**src/rtl/regs_writeback.sv**
```systemverilog
// regs_writeback: serialises ALU (via FIFO) and extended load results into the register-file write port, with a busy scoreboard.
// Optional REGS_WB_BYPASS_EN adds rs1adr/rs2adr inputs and combinational fwd_rs1_hit/fwd_rs2_hit outputs.
module regs_writeback #(
    parameter int XLEN      = 32,
    parameter int ALU_DEPTH = 2
) (
    input  logic            clk,
    input  logic            reset,
    input  logic            alu_valid,
    output logic            alu_ready,
    input  logic [3:0]      alu_rdadr,
    input  logic [XLEN-1:0] alu_data,
    input  logic            ld_valid,
    output logic            ld_ready,
    input  logic [3:0]      ld_rdadr,
    input  logic [2:0]      ld_funct3,
    input  logic [1:0]      ld_offset,
    input  logic [XLEN-1:0] ld_word,
    output logic            ld_err,
    input  logic            issue_valid,
    input  logic [3:0]      issue_rdadr,
    output logic [15:0]     busy,
`ifdef REGS_WB_BYPASS_EN
    input  logic [3:0]      rs1adr,
    input  logic [3:0]      rs2adr,
    output logic            fwd_rs1_hit,
    output logic            fwd_rs2_hit,
`endif
    output logic            regwrite,
    output logic [3:0]      rdadr,
    output logic [XLEN-1:0] rd
);
    localparam int AW = $clog2(ALU_DEPTH);
    localparam logic [AW:0] DEPTH_C = (AW+1)'(ALU_DEPTH);

    logic [XLEN-1:0] data_q [ALU_DEPTH];
    logic [3:0]      adr_q  [ALU_DEPTH];
    logic [AW-1:0]   wp_q, rp_q;
    logic [AW:0]     cnt_q;
    logic            regwrite_q, regwrite_d, ld_err_q;
    logic [3:0]      rdadr_q, sel_adr;
    logic [XLEN-1:0] rd_q, rd_d, ld_ext;
    logic [15:0]     busy_q, busy_d, set_m, clr_m;
    logic            push, pop, sel, ld_bad;
    logic [7:0]      ld_b;
    logic [15:0]     ld_h;

    assign alu_ready = cnt_q < DEPTH_C;
    assign ld_ready  = 1'b1;
    assign push      = alu_valid && alu_ready;
    assign pop       = !ld_valid && cnt_q != '0;
    assign sel       = ld_valid || pop;
    assign ld_b      = ld_word[{ld_offset, 3'b000} +: 8];
    assign ld_h      = ld_word[{ld_offset[1], 4'b0000} +: 16];

    always_comb begin
        ld_bad = 1'b0;
        ld_ext = '0;
        case (ld_funct3)
            3'b000:  ld_ext = {{(XLEN-8){ld_b[7]}}, ld_b};
            3'b100:  ld_ext = {{(XLEN-8){1'b0}}, ld_b};
            3'b001: begin
                ld_bad = ld_offset[0];
                ld_ext = {{(XLEN-16){ld_h[15]}}, ld_h};
            end
            3'b101: begin
                ld_bad = ld_offset[0];
                ld_ext = {{(XLEN-16){1'b0}}, ld_h};
            end
            3'b010: begin
                ld_bad = ld_offset != 2'b00;
                ld_ext = ld_word;
            end
            default: ld_bad = 1'b1;
        endcase
    end

    // Loads always win; a dropped load still blocks the FIFO pop and clears busy.
    assign sel_adr    = ld_valid ? ld_rdadr : adr_q[rp_q];
    assign rd_d       = ld_valid ? ld_ext : data_q[rp_q];
    assign regwrite_d = ld_valid ? (!ld_bad && ld_rdadr != 4'd0) : (pop && adr_q[rp_q] != 4'd0);
    assign set_m      = issue_valid ? (16'd1 << issue_rdadr) : 16'd0;
    assign clr_m      = sel ? (16'd1 << sel_adr) : 16'd0;
    assign busy_d     = ((busy_q & ~clr_m) | set_m) & 16'hFFFE;

    always_ff @(posedge clk) begin
        if (push) begin
            data_q[wp_q] <= alu_data;
            adr_q[wp_q]  <= alu_rdadr;
        end
    end

    always_ff @(posedge clk or negedge reset) begin
        if (!reset) begin
            wp_q       <= '0;
            rp_q       <= '0;
            cnt_q      <= '0;
            regwrite_q <= 1'b0;
            rdadr_q    <= '0;
            rd_q       <= '0;
            ld_err_q   <= 1'b0;
            busy_q     <= '0;
        end else begin
            wp_q       <= wp_q + AW'(push);
            rp_q       <= rp_q + AW'(pop);
            cnt_q      <= cnt_q + (AW+1)'(push) - (AW+1)'(pop);
            regwrite_q <= regwrite_d;
            ld_err_q   <= ld_valid && ld_bad;
            busy_q     <= busy_d;
            if (sel) begin
                rdadr_q <= sel_adr;
                rd_q    <= rd_d;
            end
        end
    end

    assign regwrite = regwrite_q;
    assign rdadr    = rdadr_q;
    assign rd       = rd_q;
    assign ld_err   = ld_err_q;
    assign busy     = busy_q;

`ifdef REGS_WB_BYPASS_EN
    assign fwd_rs1_hit = regwrite_q && rdadr_q == rs1adr && rdadr_q != 4'd0;
    assign fwd_rs2_hit = regwrite_q && rdadr_q == rs2adr && rdadr_q != 4'd0;
`endif
endmodule
```
**config.mk**
```make
export PLATFORM = sky130hd
export DESIGN_NAME = regs_writeback
export DESIGN_NICKNAME = d
export VERILOG_FILES = /design/src/rtl/regs_writeback.sv
export SDC_FILE = /design/constraint.sdc
export NUM_CORES = 1
export LEC_CHECK = 0
export ABC_CLOCK_PERIOD_IN_PS = 4720
export BUFFER_PORTS_ARGS = -buffer_cell sky130_fd_sc_hd__buf_2
export CORE_UTILIZATION = 50
export DETAILED_ROUTE_END_ITERATION = 8
export PLACE_DENSITY_LB_ADDON = 0.2
export SYNTH_ARGS = -nofsm -noshare
export SYNTH_HDL_FRONTEND = slang
export SYNTH_SLANG_ARGS = --single-unit
```
**constraint.sdc**
```tcl
create_clock -name clk -period 4.72 [get_ports clk]
set_input_delay 0.708 -clock clk [delete_from_list [all_inputs] [get_ports clk]]
set_output_delay 0.708 -clock clk [all_outputs]
set_load 0.005 [all_outputs]
```
# Word level (Yosys, flattened, before mapping)
# Memory sizes are Yosys's and may differ from the RTL's.
# Cells that the tools add are included.
[classes] n_bitwise=3 n_addsub=4 n_eq_ne=4 muxes=9 multipliers=0 n_reduce_logical=15 div_mod_pow=0 magnitude_cmp=1 shift=4
[op_table] cell="$pmux W32 S5" n=1
[op_table] cell="$mux W16" n=2
[op_table] cell="$mux W32" n=1
[op_table] cell="$shiftx A32 B6 Y16" n=1
[op_table] cell="$shiftx A32 B6 Y8" n=1
[op_table] cell="$shl A1 B4 Y16 const A" n=2
[op_table] cell="$and A16 B16 Y16" n=1
[op_table] cell="$not A16 Y16" n=1
[op_table] cell="$or A16 B16 Y16" n=1
[op_table] cell="$reduce_bool A4 Y1" n=2
[op_table] cell="$eq A3 B3 Y1 const B" n=2
[op_table] cell="$logic_and A1 B1 Y1" n=5
[op_table] cell="$mux W4" n=1
[op_table] cell="$reduce_bool A2 Y1" n=2
[op_table] cell="$reduce_or A2 Y1" n=2
[op_table] cell="$eq A3 B1 Y1 const B" n=1
[op_table] cell="$eq A3 B2 Y1 const B" n=1
[op_table] cell="$logic_not A3 Y1" n=1
[op_table] cell="$mux W1" n=3
[op_table] cell="$pmux W1 S3" n=1
[op_table] cell="$add A1 B1 Y1" n=2
[op_table] cell="$add A2 B1 Y2" n=1
[op_table] cell="$logic_not A1 Y1" n=2
[op_table] cell="$lt A2 B2 Y1 const B" n=1
[op_table] cell="other kinds (2)" n=2
[word_totals] input_bits=86 ram_bits=72 romBits=0 reg_bits=57 wordCells=50 latchBits=0 n_memories=2
[mem_list] memory="data_q" depth=2 word_bits=32 rd=1 rd_clocked_by_memory_dff=0 wr=1 line_no="36" rtl="logic [XLEN-1:0] data_q [ALU_DEPTH];"
[mem_list] memory="adr_q" depth=2 word_bits=4 rd=1 rd_clocked_by_memory_dff=0 wr=1 line_no="37" rtl="logic [3:0] adr_q [ALU_DEPTH];"

# Logic depth before layout (Yosys ltp)
# Gate-level depths: netlist of the first run.
[logic_depth] depth_word=7 mapped_depth=7 ltp_nobuf=7

# Least setup slack after synthesis of the first run
# Ideal clock, no wire load.
[synth_path] path_type="in2reg" from="input alu_valid" to="memory adr_q[1][0] (enable)" cell_stages=3 arrival_time_ns=1.756 required_time_ns=4.323 path_slack_ns=2.567 path_cell_list="nand2_1 -> inv_1 -> ha_1"
[synth_via] elab_chain_len=3
[synth_rtl] item="start, declared" line_no="9" rtl="input logic alu_valid,"
[synth_rtl] item="$logic_and A1 B1 Y1" line_no="50" rtl="assign push = alu_valid && alu_ready;"
[synth_rtl] item="$mux W1" line_no="87" rtl="if (push) begin"
[synth_rtl] item="$mux W1 (not written as such)" line_no="89" rtl="adr_q[wp_q] <= alu_rdadr;"
[synth_rtl] item="end, declared" line_no="37"
# No other way between the ends.

# Final worst setup path of the first run
[layout_path] from="register rp_q" to="register busy_q[1], in the netlist busy[1]"
[layout_via] elab_chain_len=7
[layout_rtl] item="start, declared" line_no="38" rtl="logic [AW-1:0] wp_q, rp_q;"
[layout_rtl] item="start signal, assigned" line_no="105" rtl="rp_q <= rp_q + AW'(pop);"
[layout_rtl] item="$mem_v2 Z2 W4"
[layout_rtl] item="$mux W4" line_no="79" rtl="assign sel_adr = ld_valid ? ld_rdadr : adr_q[rp_q];"
[layout_rtl] item="$shl A1 B4 Y16" line_no="83" rtl="assign clr_m = sel ? (16'd1 << sel_adr) : 16'd0;"
[layout_rtl] item="$mux W16" line_no="83"
[layout_rtl] item="$not A16 Y16" line_no="84" rtl="assign busy_d = ((busy_q & ~clr_m) | set_m) & 16'hFFFE;"
[layout_rtl] item="$and A16 B16 Y16" line_no="84"
[layout_rtl] item="$or A16 B16 Y16" line_no="84"
[layout_rtl] item="net busy_d[1]" line_no="43" rtl="logic [15:0] busy_q, busy_d, set_m, clr_m;"
[layout_rtl] item="end signal, assigned" line_no="109" rtl="busy_q <= busy_d;"
[layout_rtl] item="end, declared" line_no="43"
# The timed path passes the listed nets, and every way through them passes these cells.
# A chain may end at the register's enable or synchronous reset.

==> run metrics, run 1 <==
Worst Setup Start Kind=flop; CP max FO=39; slew at the pin closest to its max-slew limit=1.144 ns; number of clock buffers inserted by TritonCTS=17; Slew Viols, Final=0; number of input and output port buffers inserted=139; DR vias=4392; leak pwr=2.996 nW; type of the worst setup path=flop to flop; endpoint required time on the critical path=4.99 ns; Synth Net Count=537; area added between synthesis and finish=23.15%; worst setup slack after placement=1.970 ns; count of cells along the worst register-to-register path=4; sum of negative setup slack=0 ns; Reg2Reg Capture Point=busy[1]; number of antenna violations at the first check in global routing=1; number of enable flip-flop cells after synthesis=72; CORE AREA=0.01108 sq mm; Distinct cells, synth=49; DR vias/cell=6.016; number of sinks driven by the clock tree=129; Final Cycle Share=0.5330; setup slack of the most critical reg-to-reg path=2.20 ns; result of the run=finished, final reports clean; DRT Pass-1 Iters=5; hold buffers post-CTS=0; routed len/inst=19.39 microns; Final Worst Setup Slack=2.204 ns; VDD IR max=0.0002617 V; unrepaired setup endpoints after global routing=no; vias in the first global route=4270; die outline width=109.7 microns; H-tree Lvls=4; mapped cell area=0.005804 sq mm; vertical extent of the die=109.7 microns; cell accounting for the most synthesized area=sky130_fd_sc_hd__edfxtp_1; Clock Latency Late Sink=0.42 ns; total setup buffers inserted after CTS=0; wire length of the first global-routing pass=21.97 mm; pwr dens=582.3 mW/mm^2; Final Hold Viols=0; path type of the worst min-delay path=input port to asynchronous set/reset pin; number of failing setup endpoints in the final timing report=0; number of gates given a new drive strength after cts=0; max-cap violation count=0; largest net degree at the start of global routing=60; count of nets after finishing=666; Design Power=4.162 mW; total instance count after detailed placement=696; layout cell share with drive strength beyond 1=0.3226; Post-Synthesis Cells=447; clock transition at the registers of the reported paths=0.05 ns; main flop type after synthesis=sky130_fd_sc_hd__edfxtp_1; arrival time at the worst endpoint=2.79 ns; final non-filler cell total=730; all-layer global routing usage=0.2521; Residual DRC=0; Post-Syn Area per Cell=12.99 sq um; starting density of the core=0.5239; highest achievable clock rate=0.3975 GHz; area fraction of the dominant cell type after synthesis=0.3725; filler cell count=855; most common cell after layout, fill and taps aside=sky130_fd_sc_hd__buf_2; leftover overflow at the end of global routing=0; share of flip-flops with an asynchronous set or reset after synthesis=0.4419; remaining antenna violation count=0; RePlAce Congestion=0.8555; overall die area=0.01204 sq mm; I/O pin count=142; TritonCTS clock tree=built; maximum clock path buffer count=2; number of DRC markers after the initial detailed-route iteration=290; top cells by area in the synthesized netlist=sky130_fd_sc_hd__edfxtp_1 (37%), sky130_fd_sc_hd__dfrtp_1 (25%), sky130_fd_sc_hd__mux2i_1 (6.7%); launch instance of the worst register-to-register path=rp_q; estimated wirelength of the detail-placed design=9.791 mm; final clock skew=0.008304 ns; commonest cells after routing, fill and taps aside=sky130_fd_sc_hd__buf_2 (139), sky130_fd_sc_hd__edfxtp_1 (72), sky130_fd_sc_hd__dfrtp_1 (56), sky130_fd_sc_hd__mux2i_1 (39), sky130_fd_sc_hd__nor2_1 (36); buffer cell driving the clock tree root=sky130_fd_sc_hd__clkbuf_16; normalized max-slew margin=0.2371; Final Routed Wirelength=14.16 mm; sequential cell area fraction in the yosys report=0.6182; sort of element at the end of the critical path=flop; FF+latch count, synth=129; post-route minimum period=2.516 ns; number of cell rows=38; Synth warnings=0
worst max-delay path by stage:
| stage | endpoint | depth (start not counted) | slack (ns) | from |
|---|---|---|---|---|
| finish | busy[1] | 4 | 2.20 | rp_q |
| global route | busy[1] | 4 | 2.05 | rp_q |
| CTS | busy[1] | 4 | 2.22 | rp_q |
| detailed placement | rd[16] | 5 | 1.97 | ld_offset[1] |
| global placement | regwrite | 4 | 2.07 | ld_valid |
| floorplan | adr_q[1][0] | 3 | 2.57 | alu_valid |
cell usage after synthesis (2+ instances only):
| cell type | n |
|---|---|
| sky130_fd_sc_hd__a211oi_1 | 9 |
| sky130_fd_sc_hd__buf_4 | 2 |
| sky130_fd_sc_hd__o21ai_1 | 3 |
| sky130_fd_sc_hd__clkbuf_8 | 2 |
| sky130_fd_sc_hd__xnor2_1 | 2 |
| sky130_fd_sc_hd__a21oi_1 | 34 |
| sky130_fd_sc_hd__edfxtp_1 | 72 |
| sky130_fd_sc_hd__a221oi_1 | 12 |
| sky130_fd_sc_hd__buf_2 | 8 |
| sky130_fd_sc_hd__o21a_1 | 7 |
| sky130_fd_sc_hd__mux2i_1 | 39 |
| sky130_fd_sc_hd__o41ai_1 | 15 |
| sky130_fd_sc_hd__dfrtp_1 | 57 |
| sky130_fd_sc_hd__nand3b_1 | 2 |
| sky130_fd_sc_hd__or2_2 | 2 |
| sky130_fd_sc_hd__conb_1 | 2 |
| sky130_fd_sc_hd__a221o_1 | 4 |
| sky130_fd_sc_hd__o22ai_1 | 21 |
| sky130_fd_sc_hd__a22oi_1 | 15 |
| sky130_fd_sc_hd__buf_6 | 2 |
| sky130_fd_sc_hd__ha_1 | 4 |
| sky130_fd_sc_hd__nor2_1 | 37 |
| sky130_fd_sc_hd__nor4_1 | 2 |
| sky130_fd_sc_hd__inv_1 | 7 |
| sky130_fd_sc_hd__nand2b_1 | 5 |
| sky130_fd_sc_hd__nand2_1 | 10 |
| sky130_fd_sc_hd__clkbuf_1 | 20 |
| sky130_fd_sc_hd__mux4_2 | 8 |
| sky130_fd_sc_hd__o22a_1 | 3 |
| sky130_fd_sc_hd__o21ai_0 | 22 |
layout make-up:
class	count	area [sq um]	share of cell area
sequential	129	3590	0.5022
multi-input combinational	277	2017	0.2822
timing repair buffer	144	733.2	0.1026
clock buffer	22	444.2	0.06214
tap	140	175.2	0.02451
clock inverter	10	160.2	0.02241
inverter	7	26.28	0.003676
antenna	1	2.502	0.0003501
sequential cells by signal, summed over array words and instances, names as in the netlist:
name      count
rdadr         4
adr_q         8
wp_q          1
ld_err        1
data_q       64
busy         15
rp_q          1
cnt_q         2
regwrite      1
rd           32
metrics by stage:
step           utilization  hold WS [ns]  area (sq um)
3_3_place_gp        0.5898        0.4609          6534
5_1_grt             0.6450        0.4668          7146
4_1_cts             0.6443        0.4621          7138
6_report            0.6452        0.4400          7148
2_1_floorplan            -        0.4124          5804
3_5_place_dp        0.5898        0.4693          6534
cells by family (layout without fill, tap and decap cells):
| kind of cell | Yosys count | after routing | synth area share |
|---|---|---|---|
| xor+xnor | 3 | 3 | 0.004528 |
| fa+ha+maj | 4 | 4 | 0.008623 |
| compound gates | 151 | 151 | 0.1746 |
| other cells | 2 | 3 | 0.001294 |
| flops | 129 | 129 | 0.6182 |
| simple gates | 69 | 69 | 0.05691 |
| buf+inv | 41 | 183 | 0.03557 |
| mux | 48 | 48 | 0.1002 |
layer usage:
| metal | wire length [microns] | GRT usage | vias to the layer above |
|---|---|---|---|
| met1 | 5741 | 0.3309 | 2110 |
| met4 | 230 | 0.09905 | 2 |
| met2 | 6864 | 0.3953 | 254 |
| met5 | 12 | 0 | - |
| li1 | - | - | 1999 |
| met3 | 1308 | 0.07469 | 27 |
power by group:
part	internal [mW]	switching [mW]	total, mW
logic	0.496	0.579	1.07
clock network	0.881	0.456	1.34
registers	1.52	0.233	1.75
total	2.89	1.27	4.16
worst max-delay path: stages (launching register included):
cell and delay [ns]:
sky130_fd_sc_hd__dfrtp_2 1.12, sky130_fd_sc_hd__mux2_2 0.46, sky130_fd_sc_hd__o31a_1 0.36, sky130_fd_sc_hd__o41ai_1 0.30, sky130_fd_sc_hd__o21ai_0 0.14
(Power assumes the default switching activity.)
==> run 2: changes to the inputs <==
--- a/config.mk
+++ b/config.mk
@@ -5,7 +5,7 @@
 export SDC_FILE = /design/constraint.sdc
 export NUM_CORES = 1
 export LEC_CHECK = 0
-export ABC_CLOCK_PERIOD_IN_PS = 4720
+export ABC_CLOCK_PERIOD_IN_PS = 2600
 export BUFFER_PORTS_ARGS = -buffer_cell sky130_fd_sc_hd__buf_2
 export CORE_UTILIZATION = 50
 export DETAILED_ROUTE_END_ITERATION = 8
==> constraint.sdc (replaced) <==
create_clock -name clk -period 2.6 [get_ports clk]
set_input_delay 0.39 -clock clk [delete_from_list [all_inputs] [get_ports clk]]
set_output_delay 0.39 -clock clk [all_outputs]
set_load 0.005 [all_outputs]
==> run metrics, run 2 (synthesis results as in run 1) <==
total buffers and inverters traversed by the critical path=0 (unchanged); number of input and output port buffers inserted=139 (unchanged); standard cell with the maximum stage delay on the critical path=sky130_fd_sc_hd__dfrtp_2; CP max FO=21 (-46%); DR vias/cell=6.072 (+0.92%); final clock skew=0.005660 ns (-0.002644 ns); all-layer global routing usage=0.2595 (+0.007322); maximum clock path buffer count=2 (unchanged); count of nets after finishing=673 (+1.1%); remaining antenna violation count=0 (unchanged); vias in the first global route=4427 (+3.7%); Final Routed Wirelength=14.73 mm (+4.0%); die outline width=109.7 microns (unchanged); max-cap violation count=0 (unchanged); number of gates given a new drive strength after cts=0 (unchanged); post-route minimum period=2.160 ns (-0.3560 ns); Crit path depth=4 (unchanged); largest net degree at the start of global routing=41 (-32%); number of sinks driven by the clock tree=129 (unchanged); leftover overflow at the end of global routing=0 (unchanged); vertical extent of the die=109.7 microns (unchanged); number of DRC markers after the initial detailed-route iteration=385 (+33%); TritonCTS clock tree=built; hold buffers post-CTS=1 (+1); Clock Latency Late Sink=0.42 ns (about the same); Sequential cell area=0.003590 sq mm (unchanged); unrepaired setup endpoints after global routing=no; Residual DRC=0 (unchanged); post-route design area=0.007273 sq mm (+1.8%); sort of element at the end of the critical path=flop; setup slack of the most critical reg-to-reg path=0.44 ns (-1.76 ns); number of antenna violations at the first check in global routing=2 (+1); cells along the critical path=mux2_2 > o31a_1 > o41ai_1 > o21ai_0; area added between synthesis and finish=25.31%; overall die area=0.01204 sq mm (unchanged); Net Switching=2.333 mW (+84%); DR vias=4475 (+1.9%); Internal Pwr Total=5.468 mW (+89%); type of the worst setup path=flop to flop; number of clock buffers inserted by TritonCTS=17 (unchanged); wire length of the first global-routing pass=22.49 mm (+2.4%); DRT Pass-1 Iters=5 (unchanged); layout cell share with drive strength beyond 1=0.3305 (+0.007956); Hold Crit Depth=1; buffer cell driving the clock tree root=sky130_fd_sc_hd__clkbuf_16; most common cell after layout, fill and taps aside=sky130_fd_sc_hd__buf_2; Most flops, register=data_q; Reg2Reg Capture Point=busy[3]; slew at the pin closest to its max-slew limit=0.6993 ns (-0.4450 ns); Slew Viols, Final=0 (unchanged); commonest cells after routing, fill and taps aside=sky130_fd_sc_hd__buf_2 (139), sky130_fd_sc_hd__edfxtp_1 (72), sky130_fd_sc_hd__dfrtp_1 (56), sky130_fd_sc_hd__mux2i_1 (39), sky130_fd_sc_hd__nor2_1 (36); Final Cycle Share=0.8307 (+0.2977); starting density of the core=0.5239 (unchanged); Worst Setup Start Kind=flop; leak pwr=3.064 nW (+2.3%); routed len/inst=19.98 microns (+3.0%); area used by multi-input combinational logic=0.002017 sq mm (unchanged); clock transition at the registers of the reported paths=0.06 ns (about the same); combinational share of power=0.266 (+0.008); Clock Power Share=0.337 (+0.016); H-tree Lvls=4 (unchanged); Hold Crit Endpoint=data_q[0][14]; register share of total power=0.397 (-0.024); filler cell count=844 (-1.3%); Sw Ratio=0.2991 (-0.005484); RePlAce Congestion=0.8588 (+0.39%); total setup buffers inserted after CTS=0 (unchanged); sum of negative setup slack=0 ns (unchanged); fin util=0.6565 (+0.01129); arrival time at the worst endpoint=2.43 ns (-0.36 ns); Final Hold Viols=0 (unchanged); number of cell rows=38 (unchanged); pwr dens=1073 mW/mm^2 (+84%); estimated wirelength of the detail-placed design=10.36 mm (+5.8%); endpoint required time on the critical path=2.87 ns (-2.12 ns); path type of the worst min-delay path=input port to flop; count of cells along the worst register-to-register path=4 (unchanged); launch instance of the worst register-to-register path=rp_q; I/O pin count=142 (unchanged); result of the run=finished, final reports clean; cell area after placement=0.006611 sq mm (+1.2%); slowest stage delay, CP=0.74 ns (-0.38 ns); normalized max-slew margin=0.5205 (+0.2833); CORE AREA=0.01108 sq mm (unchanged); CP delay by family, top=compound AO/OA/AOI/OAI gates; flip-flop count of the largest register, all copies and words added=64 (unchanged); number of failing setup endpoints in the final timing report=0 (unchanged); startpoint of the tightest hold check path=alu_data[14]; VDD IR max=0.0005893 V (+130%); highest achievable clock rate=0.4630 GHz (+16%)
==> run 2: cell types whose count changed in the layout (fill, tap and decap cells not counted), sizes merged <==
cell and delta:
buf +6, bufinv +2, clkbuf -2, clkinv +1, clkinvlp -1, dlygate4sd3 +1
==> run 2: power by group through the flow <==
stage	Sequential, mW	Combinational [mW]	Clock, mW
3_3_place_gp	3.11	2.02	0
5_1_grt	3.16	2.32	2.74
3_5_place_dp	3.12	2.07	0
4_1_cts	3.10	2.09	2.65
2_1_floorplan	3.03	1.34	0
6_report	3.10	2.08	2.63
==> run 2: metrics by stage <==
stage | worst slack (ns) | power, mW | hold slack, ns | instances
CTS | 0.4792 | 7.846 | 0.1454 | 736
detailed placement | 0.4340 | 5.194 | 0.3839 | 703
global placement | 0.4772 | 5.123 | 0.3725 | 703
floorplan | 0.6516 | 4.371 | 0.09441 | 447
global route | 0.2514 | 8.211 | 0.1514 | 736
finish | 0.4402 | 7.801 | 0.1606 | 737
==> run 2: worst max path at each step <==
stage	start	endpoint	slack, ns
floorplan	cnt_q[1]	adr_q[1][0]	0.65
global placement	ld_offset[1]	rd[8]	0.48
detailed placement	ld_offset[1]	rd[9]	0.43
CTS	rp_q	busy[3]	0.48
global route	rp_q	busy[3]	0.25
finish	rp_q	busy[3]	0.44
==> run 2: per-layer routing <==
layer,GRT usage,wire length (microns),vias up,share of wire
li1,-,-,2025,-
met1,0.3204,5982,2199,0.41
met2,0.4277,7175,209,0.49
met3,0.06935,1139,40,0.077
met4,0.1171,417,2,0.028
met5,0,12,-,0.00081
==> run 2: cell type report <==
cell class / count / share of cell area
clock buffers: 20 / 0.06004
clock inverters: 12 / 0.02924
repair buffers: 151 / 0.1118
inverters: 7 / 0.003613
well taps: 140 / 0.02408
diodes: 1 / 0.0003441
multi-input cells: 277 / 0.2773
flip-flops and latches: 129 / 0.4935
